==> config.mk <==
export PLATFORM = sky130hd
export DESIGN_NAME = afifo_rd_packer
export DESIGN_NICKNAME = d
export VERILOG_FILES = /design/src/rtl/afifo_rd_packer.sv
export SDC_FILE = /design/constraint.sdc
export NUM_CORES = 1
export LEC_CHECK = 0
export CORE_AREA = 2 2 80 82
export CTS_CLUSTER_SIZE = 40
export DETAILED_ROUTE_END_ITERATION = 8
export DIE_AREA = 0 0 82 84
export HOLD_SLACK_MARGIN = 0.02
export PLACE_DENSITY = 0.79
export SYNTH_ARGS = -nofsm -noshare
export SYNTH_HDL_FRONTEND = slang
export SYNTH_SLANG_ARGS = --single-unit
==> constraint.sdc <==
create_clock -name rdclk -period 3.1 [get_ports rdclk]
set_input_delay 0.465 -clock rdclk [delete_from_list [all_inputs] [get_ports rdclk]]
set_output_delay 0.465 -clock rdclk [all_outputs]
set_load 0.005 [all_outputs]
==> src/rtl/afifo_rd_packer.sv <==
// Read-side packer for the async FIFO: pops DATA_W words and groups PACK_N of them
// into one wide beat on a valid/ready output; flush emits a partial beat.
module afifo_rd_packer #(
  parameter int DATA_W = 8,
  parameter int PACK_N = 4,
  parameter int CNT_W  = $clog2(PACK_N + 1)
) (
  input  logic                     rdclk,
  input  logic                     arst_n,
  input  logic                     empty,
  output logic                     pop,
  input  logic [DATA_W-1:0]        rd_data,
  input  logic                     flush,
  output logic                     out_valid,
  input  logic                     out_ready,
  output logic [DATA_W*PACK_N-1:0] out_data,
  output logic [CNT_W-1:0]         out_cnt,
  output logic                     busy
);
  // Output handshake: a beat transfers on a rising edge where out_valid & out_ready;
  // while out_valid & !out_ready, out_data/out_cnt hold and out_valid stays high.

  localparam int               BEAT_W = DATA_W * PACK_N;
  localparam logic [CNT_W-1:0] FULL   = CNT_W'(PACK_N);

  logic [BEAT_W-1:0] acc_q, acc_d;
  logic [CNT_W-1:0]  cnt_q, cnt_d;
  logic              pend_q, pend_d;
  logic              flush_pend_q, flush_pend_d;
  logic              out_valid_q, out_valid_d;
  logic [BEAT_W-1:0] out_data_q, out_data_d;
  logic [CNT_W-1:0]  out_cnt_q, out_cnt_d;

  logic [CNT_W:0]    in_flight;
  logic [CNT_W-1:0]  cnt_cap;
  logic [BEAT_W-1:0] acc_cap;
  logic [BEAT_W-1:0] acc_masked;
  logic              slot_free;
  logic              full_now;
  logic              flush_exec;
  logic              xfer;

  always_comb begin
    in_flight = {1'b0, cnt_q} + {{CNT_W{1'b0}}, pend_q};
    pop       = arst_n & ~empty & ~flush_pend_q & (in_flight < {1'b0, FULL});

    // acc_cap is the accumulator after the in-flight word (if any) lands
    cnt_cap    = cnt_q + CNT_W'(pend_q);
    acc_cap    = acc_q;
    acc_masked = '0;
    for (int i = 0; i < PACK_N; i++) begin
      if (pend_q && (cnt_q == CNT_W'(i))) begin
        acc_cap[i*DATA_W +: DATA_W] = rd_data;
      end
      if (CNT_W'(i) < cnt_cap) begin
        acc_masked[i*DATA_W +: DATA_W] = acc_cap[i*DATA_W +: DATA_W];
      end
    end

    slot_free  = ~out_valid_q | out_ready;
    full_now   = (cnt_cap == FULL);
    // a flush waits for any in-flight word so that word lands in the flushed beat
    flush_exec = (flush_pend_q | flush) & ~pend_q & (cnt_q != '0);
    xfer       = slot_free & (full_now | flush_exec);

    acc_d       = xfer ? '0 : acc_cap;
    cnt_d       = xfer ? '0 : cnt_cap;
    pend_d      = pop;
    out_valid_d = xfer | (out_valid_q & ~out_ready);
    out_data_d  = xfer ? acc_masked : out_data_q;
    out_cnt_d   = xfer ? cnt_cap : out_cnt_q;

    if (xfer) begin
      flush_pend_d = 1'b0;
    end else if (flush && ((cnt_q != '0) || pend_q)) begin
      flush_pend_d = 1'b1;
    end else begin
      flush_pend_d = flush_pend_q;
    end
  end

  always_ff @(posedge rdclk or negedge arst_n) begin
    if (!arst_n) begin
      acc_q        <= '0;
      cnt_q        <= '0;
      pend_q       <= 1'b0;
      flush_pend_q <= 1'b0;
      out_valid_q  <= 1'b0;
      out_data_q   <= '0;
      out_cnt_q    <= '0;
    end else begin
      acc_q        <= acc_d;
      cnt_q        <= cnt_d;
      pend_q       <= pend_d;
      flush_pend_q <= flush_pend_d;
      out_valid_q  <= out_valid_d;
      out_data_q   <= out_data_d;
      out_cnt_q    <= out_cnt_d;
    end
  end

  assign out_valid = out_valid_q;
  assign out_data  = out_data_q;
  assign out_cnt   = out_cnt_q;
  assign busy      = (cnt_q != '0) | pend_q | flush_pend_q | out_valid_q;

endmodule

==> impl_metrics.json, run 1 <==
{
  "status": "finished clean",
  "drive_above_1_share": 0.123,
  "antenna_found_initial": 0,
  "ys_warn_count": 0,
  "synth-edff-count": 0,
  "cp_common_cell": "ha_1",
  "power_mw": 3.28,
  "coreArea_um2": 6100,
  "clkSinkCount": 73,
  "synth-async-reset-ratio": 1.00,
  "cts_tree": "built",
  "yosys.area.top_type": "dfrtp_1",
  "dp.cells": 347,
  "setup_tns_ns": 0,
  "drt_first_iter_violations": 152,
  "drc": 0,
  "power_density_nw_per_um2": 878,
  "die_h_um": 84,
  "die_area_um2": 6890,
  "netlist_area_um2": 3010,
  "worstMarginPinSlew_ns": 0.963,
  "initial_core_util": 0.494,
  "netlist.area_leader.share": 0.606,
  "ys_seq_area_frac": 0.606,
  "cp.arrival_ns": 2.47,
  "fmax_mhz": 341,
  "layout_min_cycle_time_ns": 2.93,
  "die_w_um": 82,
  "vias": 1961,
  "fin_worst_skew_ns": 0.00785,
  "max_stage_delay_ns": 0.56,
  "finalSetupViolCount": 0,
  "critPathLaunchType": "flop",
  "routedWlPerCell_um": 17.1,
  "hold_path.class": "input pin to asynchronous set/reset pin",
  "dp_hpwl_um": 4030,
  "place_area_um2": 3530,
  "path_max_fanout": 5,
  "crit_chain": "ha_1, ha_1, xnor2_1, nand3_1, a31oi_1, clkdlybuf4s50_1",
  "cts.reportedPaths.clkPinSlew_ns": 0.07,
  "grt_pass1_vias": 2046,
  "syn_nets": 243,
  "cp_slowest_cell": "clkdlybuf4s50_1",
  "finalInstanceArea_um2": 3740,
  "cap_violations": 0,
  "synthCells": 228,
  "synth.area.top_cells": "dfrtp_1 (61%), mux2i_1 (11%), o2bb2ai_1 (7.0%), nor2_1 (5.4%), buf_6 (3.0%)",
  "rows": 29,
  "grt_first_pass_wirelength_um": 10100,
  "post_cts_resized": 0,
  "final_common_cell": "dfrtp_1",
  "worstSetupPathType": "flop to output port",
  "grt_usage": 0.200,
  "p_leak_nw": 1.72,
  "rsz0062_at_grt": "false",
  "layoutNonFillerInstCount": 362,
  "ant_nets": 0,
  "overflow": 0,
  "routed_wl_um": 6180,
  "cts_root_buf": "clkbuf_8",
  "ctsHoldBuffers": 0,
  "routabilityCongestion": 0.768,
  "mostFrequentLayoutCells": "dfrtp_1 (73), clkdlybuf4s50_1 (49), nor2_1 (43), mux2i_1 (32), o2bb2ai_1 (24)",
  "drv_slew": 0,
  "ys.flop_type": "dfrtp_1",
  "cts_buffer_depth": 2,
  "timing.final.crit_share": 0.945,
  "slew_headroom": 0.358,
  "ys_types": 37,
  "clk_latency_ns": 0.34,
  "grt_max_degree": 74,
  "yosys_register_bits": 73,
  "antenna_cells": 0,
  "first_pass_iters": 4,
  "postCtsSetupRepairBufs": 0,
  "final_nets": 296,
  "endpoint_kind": "output port",
  "ioPinCount": 51,
  "cp_data_required_time_ns": 2.63,
  "h-tree-depth": 3,
  "fillers": 480,
  "syn_avg_cell_area_um2": 13.2,
  "cts_buffers": 9,
  "vdd_drop_max_uv": 574,
  "area_growth_syn_to_layout_pct": 24.1,
  "port_buffers": 50,
  "hold_viol": 0,
  "fin_util": 0.614,
  "viasPerCell": 5.42
}
layer usage:
layer,global-route usage,up-vias,share of wire
met5,0,-,0
met4,0.0955,0,0.020
met3,0.0390,11,0.045
met2,0.299,58,0.49
met1,0.278,975,0.45
li1,-,917,-
report_power, final:
| group | total [mW] | switching, mW | internal [mW] |
|---|---|---|---|
| logic | 1.15 | 0.617 | 0.538 |
| registers | 1.33 | 0.127 | 1.20 |
| clock network | 0.798 | 0.328 | 0.470 |
synthesized netlist by cell type (2+ instances only):
cell,count
dfrtp_1,73
nor2_1,43
mux2i_1,32
o2bb2ai_1,24
buf_6,8
mux2_2,5
mux2_4,5
nand3_1,3
a31oi_1,2
and2_1,2
and4bb_2,2
buf_1,2
ha_1,2
nand2_1,2
registers in the layout, indices dropped and copies added (netlist names):
name and cells:
out_data 32, pend_q 1, cnt_q 3, acc_q 32, flush_pend_q 1, out_valid 1, out_cnt 3
kinds of logic (layout without fill, tap and decap cells):
kind of cell,after synthesis,in the layout,synth area share
AND/OR/NAND/NOR,62,62,0.0971
AO/OA/AOI/OAI,34,34,0.0951
multiplexers,42,42,0.150
adder cells (fa/ha/maj),2,2,0.00830
XOR/XNOR,2,2,0.00581
flip-flops,73,73,0.606
buffers and inverters,13,70,0.0378
critical path: cells and delay by family (launching register included):
family,cells,cell delay [ns]
compound gates,1,0.27
xor+xnor,1,0.27
fa+ha+maj,2,0.47
buf+inv,1,0.56
flops,1,0.44
simple gates,1,0.12
cell type report:
cell class              count  area (um2)  area share
flip-flops and latches     73        1830       0.488
multi-input cells         142        1070       0.287
repair buffers             55         533       0.143
clock buffers              12         145      0.0388
well taps                  77        96.3      0.0258
clock inverters             3        65.1      0.0174
metrics by stage:
| stage | hold WS, ns | setup slack (ns) |
|---|---|---|
| 6_report | 0.362 | 0.169 |
| 2_1_floorplan | 0.169 | 0.921 |
| 5_1_grt | 0.447 | 0.0423 |
| 3_5_place_dp | 0.477 | 0.532 |
| 4_1_cts | 0.400 | 0.199 |
| 3_3_place_gp | 0.482 | 0.575 |
path summary, 6_finish.rpt:
check,from,end,slack (ns),cells past startpoint
worst max-delay path,cnt_q[0],pop,0.17,6
worst min-delay path,arst_n,out_valid,0.36,2
worst max register to register,cnt_q[0],out_cnt[1],0.50,6
worst min register to register,out_data[8],out_data[8],0.50,1
max in group asynchronous,arst_n,flush_pend_q,2.15,2
min in group rdclk,arst_n,pend_q,0.43,3
No activity file was read; power rests on OpenSTA's default activity.
==> inputs of run 2 (changes only) <==
==> config.mk (replaced) <==
export PLATFORM = sky130hd
export DESIGN_NAME = afifo_rd_packer
export DESIGN_NICKNAME = d
export VERILOG_FILES = /design/src/rtl/afifo_rd_packer.sv
export SDC_FILE = /design/constraint.sdc
export NUM_CORES = 1
export LEC_CHECK = 0
export CORE_AREA = 2 2 77 79
export CTS_CLUSTER_SIZE = 40
export DETAILED_ROUTE_END_ITERATION = 8
export DIE_AREA = 0 0 79 81
export HOLD_SLACK_MARGIN = 0.02
export PLACE_DENSITY = 0.84
export SYNTH_ARGS = -nofsm -noshare
export SYNTH_HDL_FRONTEND = slang
export SYNTH_SLANG_ARGS = --single-unit
==> constraint.sdc (replaced) <==
create_clock -name rdclk -period 3.6 [get_ports rdclk]
set_input_delay 0.54 -clock rdclk [delete_from_list [all_inputs] [get_ports rdclk]]
set_output_delay 0.54 -clock rdclk [all_outputs]
set_load 0.005 [all_outputs]
==> impl_metrics.json, run 2 (synthesis results as in run 1) <==
{
  "power_density_nw_per_um2": 744,
  "status": "finished clean",
  "h-tree-depth": 3,
  "worstMarginPinSlew_ns": 1.21,
  "p_int_mw": 1.82,
  "layoutNonFillerInstCount": 359,
  "fin_worst_skew_ns": 0.0113,
  "port_buffers": 50,
  "grt_pass1_vias": 1933,
  "dp.cells": 343,
  "final_nets": 294,
  "overflow": 0,
  "dp_hpwl_um": 4080,
  "ioPinCount": 51,
  "reg2reg_depth": 8,
  "p_leak_nw": 1.70,
  "cp.arrival_ns": 2.39,
  "fmax_mhz": 342,
  "initial_core_util": 0.531,
  "grt_first_pass_wirelength_um": 9890,
  "hold_viol": 0,
  "cp_data_required_time_ns": 3.06,
  "finalSetupViolCount": 0,
  "clk_latency_ns": 0.34,
  "ctsHoldBuffers": 0,
  "drive_above_1_share": 0.116,
  "hold_path.class": "input pin to asynchronous set/reset pin",
  "worstSetupPathType": "flop to output port",
  "drc": 0,
  "cts_tree": "built",
  "area_growth_syn_to_layout_pct": 22.8,
  "p_comb_frac": 0.360,
  "cts.reportedPaths.clkPinSlew_ns": 0.07,
  "ant_nets": 0,
  "antenna_found_initial": 0,
  "cts_root_buf": "clkbuf_8",
  "drt_first_iter_violations": 147,
  "clkSinkCount": 73,
  "mostFrequentLayoutCells": "dfrtp_1 (73), clkdlybuf4s50_1 (49), nor2_1 (43), mux2i_1 (32), o2bb2ai_1 (24)",
  "layout_min_cycle_time_ns": 2.93,
  "final_common_cell": "dfrtp_1",
  "place_ws_ns": 0.887,
  "switching_share": 0.338,
  "fin_util": 0.652,
  "die_area_um2": 6400,
  "rsz0062_at_grt": "false",
  "drv_slew": 0,
  "power_mw": 2.75,
  "path_max_fanout": 7,
  "cts_buffers": 9,
  "routedWlPerCell_um": 17.0,
  "first_pass_iters": 5,
  "p_seq_frac": 0.416,
  "post_cts_resized": 0,
  "die_w_um": 79,
  "setup_tns_ns": 0,
  "cts_buffer_depth": 2,
  "p_clk_frac": 0.224,
  "cap_violations": 0,
  "vdd_drop_max_uv": 451,
  "timing.final.crit_share": 0.813,
  "rows": 28,
  "die_h_um": 81,
  "p_sw_mw": 0.930,
  "postCtsSetupRepairBufs": 0,
  "vias": 1951,
  "antenna_cells": 0,
  "grt_max_degree": 74,
  "routabilityCongestion": 0.871,
  "viasPerCell": 5.43,
  "critPathLaunchType": "flop",
  "routed_wl_um": 6090,
  "endpoint_kind": "output port",
  "slew_headroom": 0.177,
  "coreArea_um2": 5680,
  "setup_ws_ns": 0.672,
  "grt_usage": 0.208
}
run 2: layer usage:
layer  GRT usage  part of all wire  routed length (um)
met5           0                 0                   0
met4      0.0776             0.014                  83
met3      0.0578             0.049                 296
met2       0.305              0.46                2810
met1       0.301              0.48                2900
run 2: through the flow:
step | cell area (um2) | hold WS (ns)
2_1_floorplan | 3010 | 0.244
6_report | 3700 | 0.433
4_1_cts | 3700 | 0.466
5_1_grt | 3700 | 0.490
3_5_place_dp | 3510 | 0.475
3_3_place_gp | 3510 | 0.474
run 2: path summary, 6_finish.rpt:
kind / start / endpoint / slack, ns
setup / recovery: pend_q / pop / 0.67
setup reg to reg: pend_q / acc_q[19] / 0.89
min in group rdclk: out_data[22] / out_data[22] / 0.49
hold reg to reg: out_data[22] / out_data[22] / 0.49
max in group asynchronous: arst_n / out_data[22] / 2.60
hold / removal: arst_n / out_data[3] / 0.43
run 2: area by class of cell:
type                    count  area (um2)
repair buffers             53         518
clock inverters             3        40.0
multi-input cells         142        1070
well taps                  75        93.8
fillers                   460        1970
clock buffers              13         149
flip-flops and latches     73        1830
run 2: power groups by stage:
stage          registers (mW)  logic [mW]  clock network (mW)
3_3_place_gp             1.15       0.958                   0
5_1_grt                  1.17        1.08               0.661
6_report                 1.15       0.990               0.617
4_1_cts                  1.15       0.994               0.628
2_1_floorplan            1.14       0.702                   0
3_5_place_dp             1.16       0.989                   0
run 2: critical path: stages (launching register included):
cell             delay (ns)
dfrtp_1                0.44
ha_1                   0.23
ha_1                   0.22
xnor2_1                0.22
nand3_1                0.11
a31oi_1                0.26
clkdlybuf4s50_1        0.56
==> inputs of run 3 (changes only) <==
==> config.mk (replaced) <==
export PLATFORM = sky130hd
export DESIGN_NAME = afifo_rd_packer
export DESIGN_NICKNAME = d
export VERILOG_FILES = /design/src/rtl/afifo_rd_packer.sv
export SDC_FILE = /design/constraint.sdc
export NUM_CORES = 1
export LEC_CHECK = 0
export CORE_AREA = 2 2 84 86
export CTS_CLUSTER_SIZE = 40
export DETAILED_ROUTE_END_ITERATION = 8
export DIE_AREA = 0 0 86 88
export HOLD_SLACK_MARGIN = 0.02
export PLACE_DENSITY = 0.76
export SYNTH_ARGS = -nofsm -noshare
export SYNTH_HDL_FRONTEND = slang
export SYNTH_SLANG_ARGS = --single-unit
==> constraint.sdc (replaced) <==
create_clock -name rdclk -period 2.4 [get_ports rdclk]
set_input_delay 0.36 -clock rdclk [delete_from_list [all_inputs] [get_ports rdclk]]
set_output_delay 0.36 -clock rdclk [all_outputs]
set_load 0.005 [all_outputs]
==> impl_metrics.json, run 3 (synthesis results as in run 1) <==
{
  "status": "finished clean",
  "vdd_drop_max_uv": 624,
  "timing.rr.start": "cnt_q[0]",
  "rows": 30,
  "timing.final.crit_share": 0.968,
  "cts.reportedPaths.clkPinSlew_ns": 0.08,
  "p_seq_frac": 0.400,
  "hold_viol": 0,
  "drive_above_1_share": 0.167,
  "vias": 2030,
  "area_growth_syn_to_layout_pct": 27.1,
  "dp_hpwl_um": 4250,
  "holdWs_ns": 0.323,
  "drc": 0,
  "cp.arrival_ns": 1.96,
  "setup_tns_ns": 0,
  "die_area_um2": 7570,
  "clkSinkCount": 73,
  "cts_buffers": 9,
  "finalSetupViolCount": 0,
  "max_stage_delay_ns": 0.40,
  "grt_max_degree": 74,
  "die_w_um": 86,
  "p_int_mw": 2.85,
  "endpoint_kind": "output port",
  "mostFrequentLayoutCells": "dfrtp_1 (72), clkdlybuf4s50_1 (47), nor2_1 (43), mux2i_1 (32), o2bb2ai_1 (24)",
  "grt_pass1_vias": 2098,
  "place_ws_ns": 0.0875,
  "h-tree-depth": 3,
  "worstSetupPathType": "flop to output port",
  "grt_usage": 0.193,
  "crit_chain": "ha_1, ha_2, xnor2_2, nand3_1, a31oi_2, dlygate4sd2_1",
  "fin_worst_skew_ns": 0.00717,
  "coreArea_um2": 6640,
  "regToRegSetupSlack_ns": 0.18,
  "routed_wl_um": 6750,
  "critPathLaunchType": "flop",
  "reg2reg_to": "out_data[5]",
  "cts_tree": "built",
  "overflow": 0,
  "cap_violations": 0,
  "reg2reg_depth": 5,
  "clk_latency_ns": 0.34,
  "ioPinCount": 51,
  "cp_slowest_cell": "dfrtp_1",
  "place_area_um2": 3600,
  "power_density_nw_per_um2": 1130,
  "grt_first_pass_wirelength_um": 10900,
  "initial_core_util": 0.454,
  "drt_first_iter_violations": 128,
  "final_nets": 303,
  "layout_min_cycle_time_ns": 2.32,
  "p_leak_nw": 1.76,
  "cp_top_family": "adder cells",
  "cts_root_buf": "clkbuf_8",
  "first_pass_iters": 4,
  "path_buf_inv": 1,
  "p_clk_frac": 0.213,
  "cp_data_required_time_ns": 2.04,
  "p_comb_frac": 0.388,
  "fillers": 540,
  "hold_path.class": "input pin to asynchronous set/reset pin",
  "die_h_um": 88,
  "antenna_cells": 0,
  "routabilityCongestion": 0.791,
  "power_mw": 4.33,
  "drv_slew": 0,
  "antenna_found_initial": 0,
  "switching_share": 0.342,
  "viasPerCell": 5.44,
  "slew_headroom": 0.291,
  "finalInstanceArea_um2": 3830,
  "port_buffers": 50,
  "worstMarginPinSlew_ns": 1.05,
  "path_max_fanout": 3,
  "fmax_mhz": 430,
  "final_common_cell": "dfrtp_1",
  "setup_ws_ns": 0.0765,
  "routedWlPerCell_um": 18.1,
  "ant_nets": 0,
  "p_sw_mw": 1.48,
  "cts_buffer_depth": 2
}
-- run 3: changes by cell type in the layout (fill, tap and decap cells not counted), moves of 2 or more --
cell,previous run,this run
buf_4,3,10
buf_12,0,2
dlygate4sd2_1,0,2
clkbuf_1,3,1
clkdlybuf4s50_1,49,47
clkbuf_8,10,13
-- run 3: power groups by stage --
stage / logic [mW] / clock network, mW / registers, mW
floorplan: 1.05 / 0 / 1.71
global placement: 1.60 / 0 / 1.72
global route: 1.82 / 0.986 / 1.76
finish: 1.68 / 0.921 / 1.73
detailed placement: 1.64 / 0 / 1.74
CTS: 1.67 / 0.932 / 1.73
-- run 3: worst max path at each step --
stage	start	endpoint	slack [ns]	depth (start not counted)
finish	cnt_q[0]	pop	0.08	6
global route	cnt_q[0]	pop	-0.03	6
CTS	cnt_q[0]	pop	0.08	6
detailed placement	cnt_q[0]	pop	0.09	6
global placement	cnt_q[0]	pop	0.15	6
floorplan	cnt_q[0]	out_data[28]	0.22	6
-- run 3: through the flow --
step | std cells | utilization
2_1_floorplan | 228 | -
3_3_place_gp | 356 | 0.542
3_5_place_dp | 356 | 0.542
4_1_cts | 372 | 0.575
5_1_grt | 373 | 0.576
6_report | 373 | 0.576
-- run 3: cell type report --
class                           count  area [um2]  share of cell area
Tap cell                           80         100              0.0261
Sequential cell                    73        1830               0.477
Timing Repair Buffer               62         608               0.159
Multi-Input combinational cell    142        1100               0.287
Clock inverter                      2        10.0             0.00261
Clock buffer                       14         183              0.0477
-- run 3: metal layers --
layer,global-route usage,wire length (um),vias to the layer above
met5,0,0,-
met4,0.0967,163,0
met3,0.0396,368,14
met2,0.278,3000,74
met1,0.279,3220,1018
li1,-,-,924
-- run 3: repair_timing --
| item | 4_1_cts | 5_1_grt |
|---|---|---|
| resized for setup | 7 | 1 |
| gates cloned | 0 | 0 |
| pin swaps | 1 | 1 |
| setup buffers | 0 | 1 |
| endpoints found under the setup margin | 2 | 7 |
| hold buffers | 0 | 0 |
